## src/rtl/pico_bus_fabric_if.sv

```systemverilog
// PicoRV32 native bus bundle: the CPU-facing request/response pair plus the
// shared slave-side request and the per-slave ready/rdata return.
interface pico_bus_fabric_if #(
  parameter int NSLAVES = 4
) ();
  logic                   m_valid;
  logic                   m_ready;
  logic [31:0]            m_addr;
  logic [31:0]            m_wdata;
  logic [3:0]             m_wstrb;
  logic [31:0]            m_rdata;

  logic [NSLAVES-1:0]     s_valid;
  logic [NSLAVES-1:0]     s_ready;
  logic [NSLAVES*32-1:0]  s_rdata;
  logic [31:0]            s_addr;
  logic [31:0]            s_wdata;
  logic [3:0]             s_wstrb;

  modport master (
    output m_valid, m_addr, m_wdata, m_wstrb,
    input  m_ready, m_rdata
  );

  modport slave (
    input  s_valid, s_addr, s_wdata, s_wstrb,
    output s_ready, s_rdata
  );

  modport fabric (
    input  m_valid, m_addr, m_wdata, m_wstrb, s_ready, s_rdata,
    output m_ready, m_rdata, s_valid, s_addr, s_wdata, s_wstrb
  );
endinterface

```

## src/rtl/pico_bus_fabric.sv

```systemverilog
// N-slave base/mask decoder for the PicoRV32 native bus with registered
// response, timeout abort and a sticky first-fault capture.
module pico_bus_fabric #(
  parameter int                      NSLAVES    = 4,
  parameter logic [NSLAVES*32-1:0]   SLAVE_BASE = {32'h0300_0000, 32'h0200_0000,
                                                   32'h0002_0000, 32'h0000_0000},
  parameter logic [NSLAVES*32-1:0]   SLAVE_MASK = {32'hFF00_0000, 32'hFFFF_FFF0,
                                                   32'hFFFF_C000, 32'hFFFF_C000},
  parameter int                      TIMEOUT    = 255,
  parameter logic [31:0]             ERR_DATA   = 32'hDEAD_BEEF
) (
  input  logic                  clk,
  input  logic                  resetn,
  pico_bus_fabric_if.fabric     bus,
  output logic                  err_irq,
  output logic [31:0]           err_addr,
  input  logic                  err_clear
);

  localparam int          SW     = (NSLAVES > 1) ? $clog2(NSLAVES) : 1;
  localparam logic [31:0] TLIMIT = 32'(TIMEOUT - 1);

  typedef enum logic [1:0] {IDLE, ACTIVE, RESP} state_t;

  state_t               state_reg;
  logic                 m_ready_reg;
  logic [31:0]          m_rdata_reg;
  logic [NSLAVES-1:0]   s_valid_reg;
  logic [31:0]          s_addr_reg;
  logic [31:0]          s_wdata_reg;
  logic [3:0]           s_wstrb_reg;
  logic [SW-1:0]        sel_reg;
  logic [31:0]          timer_reg;
  logic                 err_irq_reg;
  logic [31:0]          err_addr_reg;

  logic [NSLAVES-1:0]   hit;
  logic                 hit_any;
  logic [NSLAVES-1:0]   sel_onehot;
  logic [SW-1:0]        sel_next;
  logic [31:0]          s_rdata_arr [NSLAVES];
  logic                 sel_ready;
  logic                 timed_out;
  logic                 err_event;
  logic [31:0]          err_src_addr;

  genvar gi;
  generate
    for (gi = 0; gi < NSLAVES; gi++) begin : g_slave
      assign hit[gi]         = ((bus.m_addr & SLAVE_MASK[gi*32 +: 32]) == SLAVE_BASE[gi*32 +: 32]);
      assign s_rdata_arr[gi] = bus.s_rdata[gi*32 +: 32];
    end
  endgenerate

  // Walk from the top index down so the lowest matching window is the last write.
  always_comb begin
    hit_any    = |hit;
    sel_onehot = '0;
    sel_next   = '0;
    for (int i = NSLAVES - 1; i >= 0; i--) begin
      if (hit[i]) begin
        sel_onehot    = '0;
        sel_onehot[i] = 1'b1;
        sel_next      = SW'(i);
      end
    end
  end

  // s_valid_reg is one-hot during ACTIVE, so this only sees the selected slave.
  assign sel_ready = |(bus.s_ready & s_valid_reg);
  assign timed_out = (TIMEOUT != 0) && (timer_reg == TLIMIT);

  assign err_event = ((state_reg == IDLE) && bus.m_valid && !hit_any) ||
                     ((state_reg == ACTIVE) && !sel_ready && timed_out);
  // An unmapped fault is raised on the same edge that latches s_addr.
  assign err_src_addr = (state_reg == IDLE) ? bus.m_addr : s_addr_reg;

  always_ff @(posedge clk or negedge resetn) begin
    if (!resetn) begin
      state_reg   <= IDLE;
      m_ready_reg <= 1'b0;
      m_rdata_reg <= '0;
      s_valid_reg <= '0;
      s_addr_reg  <= '0;
      s_wdata_reg <= '0;
      s_wstrb_reg <= '0;
      sel_reg     <= '0;
      timer_reg   <= '0;
    end else begin
      m_ready_reg <= 1'b0;
      case (state_reg)
        IDLE: begin
          if (bus.m_valid) begin
            s_addr_reg  <= bus.m_addr;
            s_wdata_reg <= bus.m_wdata;
            s_wstrb_reg <= bus.m_wstrb;
            sel_reg     <= sel_next;
            timer_reg   <= '0;
            if (hit_any) begin
              s_valid_reg <= sel_onehot;
              state_reg   <= ACTIVE;
            end else begin
              m_rdata_reg <= ERR_DATA;
              m_ready_reg <= 1'b1;
              state_reg   <= RESP;
            end
          end
        end
        ACTIVE: begin
          timer_reg <= timer_reg + 32'd1;
          if (sel_ready) begin
            m_rdata_reg <= s_rdata_arr[sel_reg];
            s_valid_reg <= '0;
            m_ready_reg <= 1'b1;
            state_reg   <= RESP;
          end else if (timed_out) begin
            m_rdata_reg <= ERR_DATA;
            s_valid_reg <= '0;
            m_ready_reg <= 1'b1;
            state_reg   <= RESP;
          end
        end
        RESP: begin
          timer_reg <= '0;
          state_reg <= IDLE;
        end
        default: state_reg <= IDLE;
      endcase
    end
  end

  // A fault in the same cycle as err_clear must survive, with its own address.
  always_ff @(posedge clk or negedge resetn) begin
    if (!resetn) begin
      err_irq_reg  <= 1'b0;
      err_addr_reg <= '0;
    end else if (err_event) begin
      err_irq_reg <= 1'b1;
      if (!err_irq_reg || err_clear) begin
        err_addr_reg <= err_src_addr;
      end
    end else if (err_clear) begin
      err_irq_reg  <= 1'b0;
      err_addr_reg <= '0;
    end
  end

  assign bus.m_ready = m_ready_reg;
  assign bus.m_rdata = m_rdata_reg;
  assign bus.s_valid = s_valid_reg;
  assign bus.s_addr  = s_addr_reg;
  assign bus.s_wdata = s_wdata_reg;
  assign bus.s_wstrb = s_wstrb_reg;
  assign err_irq     = err_irq_reg;
  assign err_addr    = err_addr_reg;

endmodule
```

## src/flat_wrapper.sv

```systemverilog
// flat-port wrapper written by rule: the top's interface ports become plain ports
module pico_bus_fabric_flat 
#(
  parameter int                      NSLAVES    = 4,
  parameter logic [NSLAVES*32-1:0]   SLAVE_BASE = {32'h0300_0000, 32'h0200_0000,
                                                   32'h0002_0000, 32'h0000_0000},
  parameter logic [NSLAVES*32-1:0]   SLAVE_MASK = {32'hFF00_0000, 32'hFFFF_FFF0,
                                                   32'hFFFF_C000, 32'hFFFF_C000},
  parameter int                      TIMEOUT    = 255,
  parameter logic [31:0]             ERR_DATA   = 32'hDEAD_BEEF
)
  (clk, resetn, err_irq, err_addr, err_clear, bus_m_valid, bus_m_addr, bus_m_wdata, bus_m_wstrb, bus_s_ready, bus_s_rdata, bus_m_ready, bus_m_rdata, bus_s_valid, bus_s_addr, bus_s_wdata, bus_s_wstrb);
  pico_bus_fabric_if #(.NSLAVES(NSLAVES)) bus_i ();
  input  logic clk;
  input  logic resetn;
  output logic err_irq;
  output logic [31:0] err_addr;
  input  logic err_clear;
  input wire logic [$bits(bus_i.m_valid)-1:0] bus_m_valid;
  input wire logic [$bits(bus_i.m_addr)-1:0] bus_m_addr;
  input wire logic [$bits(bus_i.m_wdata)-1:0] bus_m_wdata;
  input wire logic [$bits(bus_i.m_wstrb)-1:0] bus_m_wstrb;
  input wire logic [$bits(bus_i.s_ready)-1:0] bus_s_ready;
  input wire logic [$bits(bus_i.s_rdata)-1:0] bus_s_rdata;
  output wire logic [$bits(bus_i.m_ready)-1:0] bus_m_ready;
  output wire logic [$bits(bus_i.m_rdata)-1:0] bus_m_rdata;
  output wire logic [$bits(bus_i.s_valid)-1:0] bus_s_valid;
  output wire logic [$bits(bus_i.s_addr)-1:0] bus_s_addr;
  output wire logic [$bits(bus_i.s_wdata)-1:0] bus_s_wdata;
  output wire logic [$bits(bus_i.s_wstrb)-1:0] bus_s_wstrb;
  assign bus_i.m_valid = bus_m_valid;
  assign bus_i.m_addr = bus_m_addr;
  assign bus_i.m_wdata = bus_m_wdata;
  assign bus_i.m_wstrb = bus_m_wstrb;
  assign bus_i.s_ready = bus_s_ready;
  assign bus_i.s_rdata = bus_s_rdata;
  assign bus_m_ready = bus_i.m_ready;
  assign bus_m_rdata = bus_i.m_rdata;
  assign bus_s_valid = bus_i.s_valid;
  assign bus_s_addr = bus_i.s_addr;
  assign bus_s_wdata = bus_i.s_wdata;
  assign bus_s_wstrb = bus_i.s_wstrb;
  pico_bus_fabric #(.NSLAVES(NSLAVES), .SLAVE_BASE(SLAVE_BASE), .SLAVE_MASK(SLAVE_MASK), .TIMEOUT(TIMEOUT), .ERR_DATA(ERR_DATA)) u_core (.clk(clk), .resetn(resetn), .bus(bus_i), .err_irq(err_irq), .err_addr(err_addr), .err_clear(err_clear));
endmodule
```

## config.mk

```make
export PLATFORM = sky130hd
export DESIGN_NAME = pico_bus_fabric_flat
export DESIGN_NICKNAME = d
export VERILOG_FILES = /design/src/rtl/pico_bus_fabric_if.sv /design/src/rtl/pico_bus_fabric.sv /design/src/flat_wrapper.sv
export SDC_FILE = /design/constraint.sdc
export NUM_CORES = 1
export LEC_CHECK = 0
export CAP_MARGIN = 25
export CORE_ASPECT_RATIO = 0.9
export CORE_UTILIZATION = 25
export CTS_BUF_LIST = sky130_fd_sc_hd__clkbuf_4 sky130_fd_sc_hd__clkbuf_8
export DETAILED_ROUTE_END_ITERATION = 8
export HOLD_SLACK_MARGIN = 0.1
export PLACE_DENSITY = 0.59
export SYNTH_ARGS = -nofsm -noshare
export SYNTH_HDL_FRONTEND = slang
export SYNTH_SLANG_ARGS = --single-unit
export TNS_END_PERCENT = 100
```

## constraint.sdc

```tcl
create_clock -name clk -period 2.5 [get_ports clk]
set_input_delay 0.375 -clock clk [delete_from_list [all_inputs] [get_ports clk]]
set_output_delay 0.375 -clock clk [all_outputs]
set_load 0.02 [all_outputs]
```

[Word-level counts from Yosys, hierarchy flattened]
Cells that the tools add are included.
Word-level totals
  bits in registers: 174
  bits in latches: 0
  RAM bits: 0
  ROM bits: 0
  output and inout port bits: 138
  logic and storage cells: 87
  memories: 0
Cells by class
  $add $sub $neg: 1
  multipliers: 0
  divide/modulo/power cells: 0
  order comparisons: 1
  equality and inequality tests: 11
  shift-type cells: 0
  mux-type cells: 39
  bitwise operators: 2
  reduce and logical (&&, ||, !) cells: 22
Operators by type and width (number)
  32-bit two-way mux: 11
  32-bit case mux with 3 select lines: 1
  32-bit binary-select mux with 2-bit select: 1
  32-bit case mux with 2 select lines: 1
  32-bit by 1-bit adder with 32-bit output (second input constant): 1
  32-bit by 8-bit equality test with 1-bit output (second input constant): 1
  32-bit logical NOT: 1
  4-bit two-way mux: 8
  28-bit by 22-bit equality test with 1-bit output (second input constant): 1
  18-bit by 4-bit equality test with 1-bit output (second input constant): 1
  2-bit two-way mux: 8
  8-bit by 2-bit equality test with 1-bit output (second input constant): 1
  4-bit case mux with 2 select lines: 1
  2-bit AND reduction: 4
  4-bit AND reduction: 2
  4-bit OR reduction: 2
  1-bit two-way mux: 6
  2-bit != test (second input constant): 3
  4-bit bitwise AND: 1
  1-bit logical AND: 4
  2-bit case mux with 2 select lines: 1
  2-bit nonzero test: 2
  3-bit greater-or-equal comparator (second input constant): 1
  1-bit logical NOT: 3
  9 further kinds: 10

[Logic depth before layout (Yosys ltp)]
Gate-level depths: netlist of run 1.
  depth after elaboration: 8
  mapped depth: 10
  depth with buffers taken out: 8

[Least setup slack after synthesis of run 1]
OpenSTA, ideal clock, no wires.
  kind: reg-to-reg
  start: register u_core.timer_reg[15]
  end: register u_core.err_addr_reg[17], in the netlist u_core.err_addr[17]
  arrival: 2108 ps
  setup slack: 296 ps
  stages on the path, launching flop included: 8
  buffers on the path: 2
  period minus slack after synthesis: 2204 ps
  cell sequence: dfrtp_1 -> or4_4 -> nor4_4 -> nand4_1 -> and2_1 -> buf_2 -> buf_6 -> o32ai_2
On the way
  longest elaborated chain between the ends: 5
  elaborated cells on any way between the ends: 7
  classes of those cells: 2 x eq/ne; 1 x mux; 4 x reduce/logical
Ends and longest elaborated chain
  start: declaration: RTL line pico_bus_fabric.sv:33  | logic [31:0] timer_reg;
  start signal: assignment: RTL line pico_bus_fabric.sv:110  | timer_reg <= timer_reg + 32'd1;
  32-bit by 8-bit equality test with 1-bit output *: RTL line pico_bus_fabric.sv:71  | assign timed_out = (TIMEOUT != 0) && (timer_reg == TLIMIT);
  1-bit logical AND *: RTL line pico_bus_fabric.sv:74  | ((state_reg == ACTIVE) && !sel_ready && timed_out);
  1-bit logical OR *: RTL line pico_bus_fabric.sv:73  | assign err_event = ((state_reg == IDLE) && bus.m_valid && !hit_any) ||
  2-bit != test (no source line) / 2-bit nonzero test (equally long branches)
  2-bit AND reduction (no source line)
  end signal: assignment: RTL line pico_bus_fabric.sv:140  | err_addr_reg <= err_src_addr;
  end: declaration: RTL line pico_bus_fabric.sv:35  | logic [31:0] err_addr_reg;
Every way passes the cells marked *; elsewhere a longest branch is shown, timed or not.
A chain may end at the register's enable or synchronous reset.

[Worst setup path in the final report of run 1]
  start: register u_core.timer_reg[14]
  end: register u_core.err_addr_reg[19], in the netlist u_core.err_addr[19]
The elaborated chain is that of the path after synthesis.

==> results of run 1 <==
[cells in the mapped netlist (7+ instances only)]
library cell,count
a21oi_1,13
a22o_1,10
a31oi_1,17
buf_1,7
clkbuf_1,44
dfrtp_1,174
inv_1,10
mux2i_1,33
mux4_2,32
nand2_1,222
nand2b_1,34
nand3_1,20
nand4_1,15
nor2_1,14
nor3_1,12
nor4_1,9
o21ai_0,42
o22a_1,24
o32ai_2,30
[cell families after synthesis]
family                     count (synthesis)
xor gates and xnor gates                   1
buffers and inverters                     74
DFF                                      174
adders and majority gates                  2
muxes                                     66
AOI/OAI and AO/OA                        162
and+or+nand+nor                          353
[what timing repair did]
item / CTS / global route
setup endpoints to repair: 0 / 24
hold buffers: 1 / 0
endpoints found under the hold margin: 40 / 0
gates resized for setup: 0 / 2
buffers inserted: 0 / 0
[worst max-delay path by stage]
stage / startpoint / to / slack [ps] / cells past startpoint
finish: u_core.timer_reg[14]$_DFFE_PN0P_ / u_core.err_addr[19]$_DFFE_PN0P_ / 140 / 6
global placement: bus_m_addr[25] / u_core.bus.m_rdata[2]$_DFFE_PN0P_ / -210 / 10
detailed placement: bus_m_addr[25] / u_core.bus.s_valid[0]$_DFFE_PN0P_ / -250 / 9
floorplan: u_core.timer_reg[15]$_DFFE_PN0P_ / u_core.err_addr[17]$_DFFE_PN0P_ / 300 / 7
global route: u_core.timer_reg[14]$_DFFE_PN0P_ / u_core.err_addr[27]$_DFFE_PN0P_ / 30 / 6
CTS: u_core.timer_reg[14]$_DFFE_PN0P_ / u_core.err_addr[18]$_DFFE_PN0P_ / 50 / 6
[routing by layer]
layer	vias to the layer above	track usage (%)	wire [um]	part of all wire (%)
li1	3743	-	-	-
met1	3936	20.7	12600	42
met2	265	28.0	14600	48
met3	21	5.23	2570	8.5
met4	0	3.73	413	1.4
met5	-	0	0	0
[power by group]
part / internal, uW / switching, uW
clock: 1070 / 1110
combinational: 945 / 869
sequential: 3030 / 167
total: 5050 / 2150
[through the flow]
step / TNS, ps / power (uW)
floorplan: 0 / 3980
global placement: -11380 / 5070
detailed placement: -8100 / 5080
CTS: 0 / 7330
global route: 0 / 7560
finish: 0 / 7200
[final cells by class]
class / count / area (sq um)
fillers: 3394 / 20600
flip-flops and latches: 174 / 4360
multi-input cells: 584 / 4130
repair buffers: 413 / 4100
well taps: 462 / 578
clock buffers: 20 / 275
clock inverters: 12 / 159
inverters: 11 / 41.3
[worst max-delay path: stages, from the launching register on]
cell and delay [ps]:
dfrtp_1 420, or4_4 540, nor4_4 390, nand4_1 230
and2_4 240, buf_12 160, o32ai_1 270
==> flow_summary.json, run 1 <==
{
  "status": "completed",
  "finalCritPeriodShare_pct": 94.3,
  "holdWs_ps": 402,
  "drtIter0Drc": 438,
  "routed_wl_um": 30100,
  "areaGrowthSynthToFinish_pct": 55.4,
  "synthAdderAreaFrac_pct": 0.285,
  "peakVddDrop_mv": 0.487,
  "synth_top_area_share_pct": 49.6,
  "synth_mux_area_share_pct": 12.1,
  "fp.dieArea_sq_mm": 0.0359,
  "worstReg2RegEnd": "u_core.err_addr[19]$_DFFE_PN0P_",
  "cts.clk_slew.worst_paths_ps": 110,
  "grt_antenna_before_repair": 0,
  "slew_headroom_pct": 41.1,
  "fin_area_sq_mm": 0.0136,
  "clock_sinks": 174,
  "p_per_area_mw_per_mm2": 528,
  "drc": 0,
  "die_height_um": 180,
  "finalSetupViolCount": 0,
  "grt_setup_unrepaired": "false",
  "grt_first_pass_wirelength_um": 46400,
  "synth_xor_area_share_pct": 0.0998,
  "synth.distinct_cells": 53,
  "avgRoutedWirePerCell_um": 18.0,
  "synth_area_per_cell_sq_um": 10.5,
  "synth_ff_type": "dfrtp_1",
  "tritoncts": "built",
  "clk_latency_ps": 470,
  "cts.htree.levels": 4,
  "synthSimpleGateAreaFrac_pct": 18.4,
  "grt_usage_pct": 16.7,
  "reg2reg_slack_ps": 140,
  "cts_made_buffers": 17,
  "viasPerCell": 4.75,
  "grt_pass1_vias": 8027,
  "worstPathArrival_ps": 2730,
  "core-area_sq_mm": 0.0343,
  "port_buffers": 341,
  "drive_above_1_share_pct": 15.0,
  "synth-edff-count": 0,
  "rows": 64,
  "worstSetupPathType": "flip-flop to flip-flop",
  "finalClockSkew_ps": 21.2,
  "gp_congestion": 0.792,
  "layout_commonest_cell": "clkdlybuf4s50_1",
  "synthTopCellsByArea": "dfrtp_1 50%, nand2_1 9.5%, mux4_2 8.2%, o32ai_2 5.6%, mux2i_1 3.8%",
  "firstDrtPassIters": 5,
  "critPathMaxFanout": 18,
  "synth_area_leader_cell": "dfrtp_1",
  "critPathLaunchType": "flip-flop",
  "hpwl_um": 22200,
  "start_util_pct": 25.6,
  "synthCells": 832,
  "place_area_sq_mm": 0.0132,
  "num_vias": 7965,
  "place_ws_ps": -249,
  "rr_startpoint": "u_core.timer_reg[14]$_DFFE_PN0P_",
  "tightestPinTransition_ps": 884,
  "synth-seq-cells": 174,
  "endpoint_kind": "flip-flop",
  "synth-compound-area-share_pct": 15.8,
  "drv_slew": 0,
  "layout_common_cells": "340 x clkdlybuf4s50_1, 221 x nand2_1, 173 x dfrtp_1",
  "max_freq_mhz": 424,
  "p_leak_uw": 0.00559,
  "seq_area_frac_synth_pct": 49.6,
  "hold_class": "input pin to asynchronous set/reset pin",
  "required_ps": 2880,
  "synth_top_family_by_area": "simple AND/OR/NAND/NOR gates",
  "nets": 1407,
  "diodes": 0,
  "ys_warn_count": 0,
  "cts_root_buf": "clkbuf_8",
  "postLayoutCoreUtil_pct": 39.8,
  "overflow": 0,
  "die_x_um": 200,
  "hold_viol_final": 0,
  "fin_cells": 1676,
  "fin_ws_ps": 143,
  "ant_nets": 0,
  "maxCapViolCount": 0,
  "final.min_clock_period_ps": 2360,
  "async_reset_ff_share_pct": 100,
  "dp_cells": 1643,
  "ff2ff_path_depth": 6,
  "synth_nets": 1038,
  "ios": 342,
  "grt_start_max_net_pins": 70,
  "cts_buffer_depth": 2,
  "syn_area_sq_mm": 0.00878
}
(Power assumes the default switching activity.)
==> inputs of run 2 (changes only) <==
Clock period 2.5 ns to 2.3 ns, I/O delays scaled along.
==> run 2 against run 1 <==
  * The flow now finishes with violations (negative setup slack)
  * Flip-flop and latch count unchanged
  * Power increased by 9.2%
  * Die area unchanged
  * Clock power increased by 8%
  * Register-to-register slack got worse by 150 ps
  * Via count increased by 1.7%
  * Worst hold slack got worse by 43 ps
  * Global-route usage increased by 0.39 points
  * Critical path type unchanged
  * Critical endpoint is now u_core.err_addr[24]$_DFFE_PN0P_
==> flow_summary.json, run 2 (synthesized netlist as in run 1, its figures left out) <==
{
  "rows": 64,
  "crit_path_max_incr_delay_ps": 560,
  "die_x_um": 200,
  "critPathLaunchType": "flip-flop",
  "fin_cells": 1710,
  "grt_first_pass_wirelength_um": 47200,
  "nets": 1440,
  "ios": 342,
  "ant_nets": 0,
  "cts_made_buffers": 17,
  "p_comb_share_pct": 26.0,
  "crit_slowest_cell": "or4_4",
  "grt_usage_pct": 17.1,
  "hold_class": "input pin to asynchronous set/reset pin",
  "avgRoutedWirePerCell_um": 18.2,
  "fin_ws_ps": -4.61,
  "max_freq_mhz": 434,
  "postLayoutCoreUtil_pct": 40.9,
  "finalSetupViolCount": 3,
  "fp.dieArea_sq_mm": 0.0359,
  "overflow": 0,
  "critPathMaxFanout": 13,
  "violations": "negative setup slack",
  "startpoint": "u_core.timer_reg[15]$_DFFE_PN0P_",
  "path_cells": "or4_4, nor4_4, nand4_1, buf_4, a21oi_4, buf_8, o32ai_2",
  "multi_input_area_sq_mm": 0.00418,
  "power_frac_seq_pct": 44.1,
  "layout_common_cells": "340 x clkdlybuf4s50_1, 221 x nand2_1, 173 x dfrtp_1",
  "num_vias": 8101,
  "required_ps": 2640,
  "top_layer_used": "met4",
  "power.internal_uw": 5470,
  "grt_pass1_vias": 8368,
  "drtIter0Drc": 518,
  "areaGrowthSynthToFinish_pct": 59.6,
  "drc": 0,
  "fin_area_sq_mm": 0.0140,
  "peakVddDrop_mv": 0.379,
  "p_per_area_mw_per_mm2": 561,
  "gp_congestion": 0.804,
  "cts.htree.levels": 4,
  "slew_headroom_pct": 65.6,
  "worstPathArrival_ps": 2640,
  "firstDrtPassIters": 5,
  "cts_buffer_depth": 2,
  "tritoncts": "built",
  "viasPerCell": 4.74,
  "rr_startpoint": "u_core.timer_reg[15]$_DFFE_PN0P_",
  "setup_tns_ps": -7.86,
  "grt_setup_unrepaired": "true",
  "dp_cells": 1667,
  "p_leak_uw": 0.00580,
  "hold_viol_final": 0,
  "clk_latency_ps": 480,
  "endpoint_kind": "flip-flop",
  "grt_antenna_before_repair": 1,
  "tightestPinTransition_ps": 515,
  "core-area_sq_mm": 0.0343,
  "status": "finished, violations left",
  "clock_sinks": 174,
  "worstSetupPathType": "flip-flop to flip-flop",
  "reg2reg_slack_ps": -5,
  "switching_share_pct": 30.3,
  "met1_length_um": 13000,
  "maxCapViolCount": 0,
  "drv_slew": 0,
  "fillers": 3359,
  "die_height_um": 180,
  "final.min_clock_period_ps": 2300,
  "pwr-share-clk_pct": 29.9,
  "wl_met2_um": 15100,
  "routed_wl_um": 31100,
  "drive_above_1_share_pct": 17.8,
  "wl_met3_um": 2660,
  "finalClockSkew_ps": 20.8,
  "hpwl_um": 22300,
  "layout_commonest_cell": "clkdlybuf4s50_1",
  "finalCritPeriodShare_pct": 100,
  "switching_power_uw": 2380,
  "start_util_pct": 25.6,
  "port_buffers": 341,
  "cts_root_buf": "clkbuf_8",
  "cts.clk_slew.worst_paths_ps": 90,
  "place_area_sq_mm": 0.0134,
  "register_area_sq_mm": 0.00436,
  "grt_start_max_net_pins": 70,
  "fin_total_pwr_uw": 7860
}
[run 2: cell count changes in the layout (fill, tap and decap cells not counted), sizes merged]
cell      change
diode         +1
buf          +31
clkinv        +3
clkinvlp      -3
inv           +2
[run 2: power by group through the flow]
stage	clock network (uW)	registers (uW)	logic (uW)
floorplan	0	3780	542
global placement	0	3520	2000
detailed placement	0	3520	2010
CTS	2460	3470	2040
global route	2580	3500	2190
finish	2350	3470	2040
[run 2: critical path, delay by kind of cell (launching register included)]
| family | cells | cell delay [ps] |
|---|---|---|
| simple gates | 3 | 1100 |
| buf+inv | 2 | 410 |
| flops | 1 | 390 |
| compound gates | 2 | 280 |
[run 2: layer usage]
metal,up-vias,global-route usage [%]
met5,-,0
met4,0,3.79
met3,16,5.63
met2,287,28.5
met1,3969,21.2
li1,3829,-
[run 2: cell type report]
cell class	instances	share of cell area [%]
Timing Repair Buffer	446	31.6
Inverter	11	0.330
Tap cell	462	4.13
Clock buffer	18	1.72
Sequential cell	174	31.1
Clock inverter	14	1.30
Multi-Input combinational cell	584	29.8
Antenna cell	1	0.0179
[run 2: final timing paths]
path | endpoint | depth (start not counted)
max | u_core.err_addr[24]$_DFFE_PN0P_ | 7
min | u_core.bus.s_addr[3]$_DFFE_PN0P_ | 2
max reg2reg | u_core.err_addr[24]$_DFFE_PN0P_ | 7
min reg2reg | u_core.bus.s_wdata[23]$_DFFE_PN0P_ | 2
max in group asynchronous | u_core.err_addr[17]$_DFFE_PN0P_ | 3
min in group clk | u_core.bus.s_wdata[12]$_DFFE_PN0P_ | 3
[run 2: through the flow]
| step | worst slack [ps] | hold WS (ps) |
|---|---|---|
| 6_report | -4.61 | 359 |
| 5_1_grt | -96.6 | 352 |
| 4_1_cts | -32.2 | 334 |
| 3_5_place_dp | -376 | 324 |
| 3_3_place_gp | -381 | 320 |
| 2_1_floorplan | 96.1 | 49.4 |
[run 2: timing repair]
action / in CTS / in global routing
pin swaps: 5 / 12
endpoints found under the hold margin: 40 / 0
endpoints found under the setup margin: 32 / 67
resized for setup: 7 / 13
hold buffers: 1 / 0
gates cloned: 1 / 4
setup buffers: 3 / 1
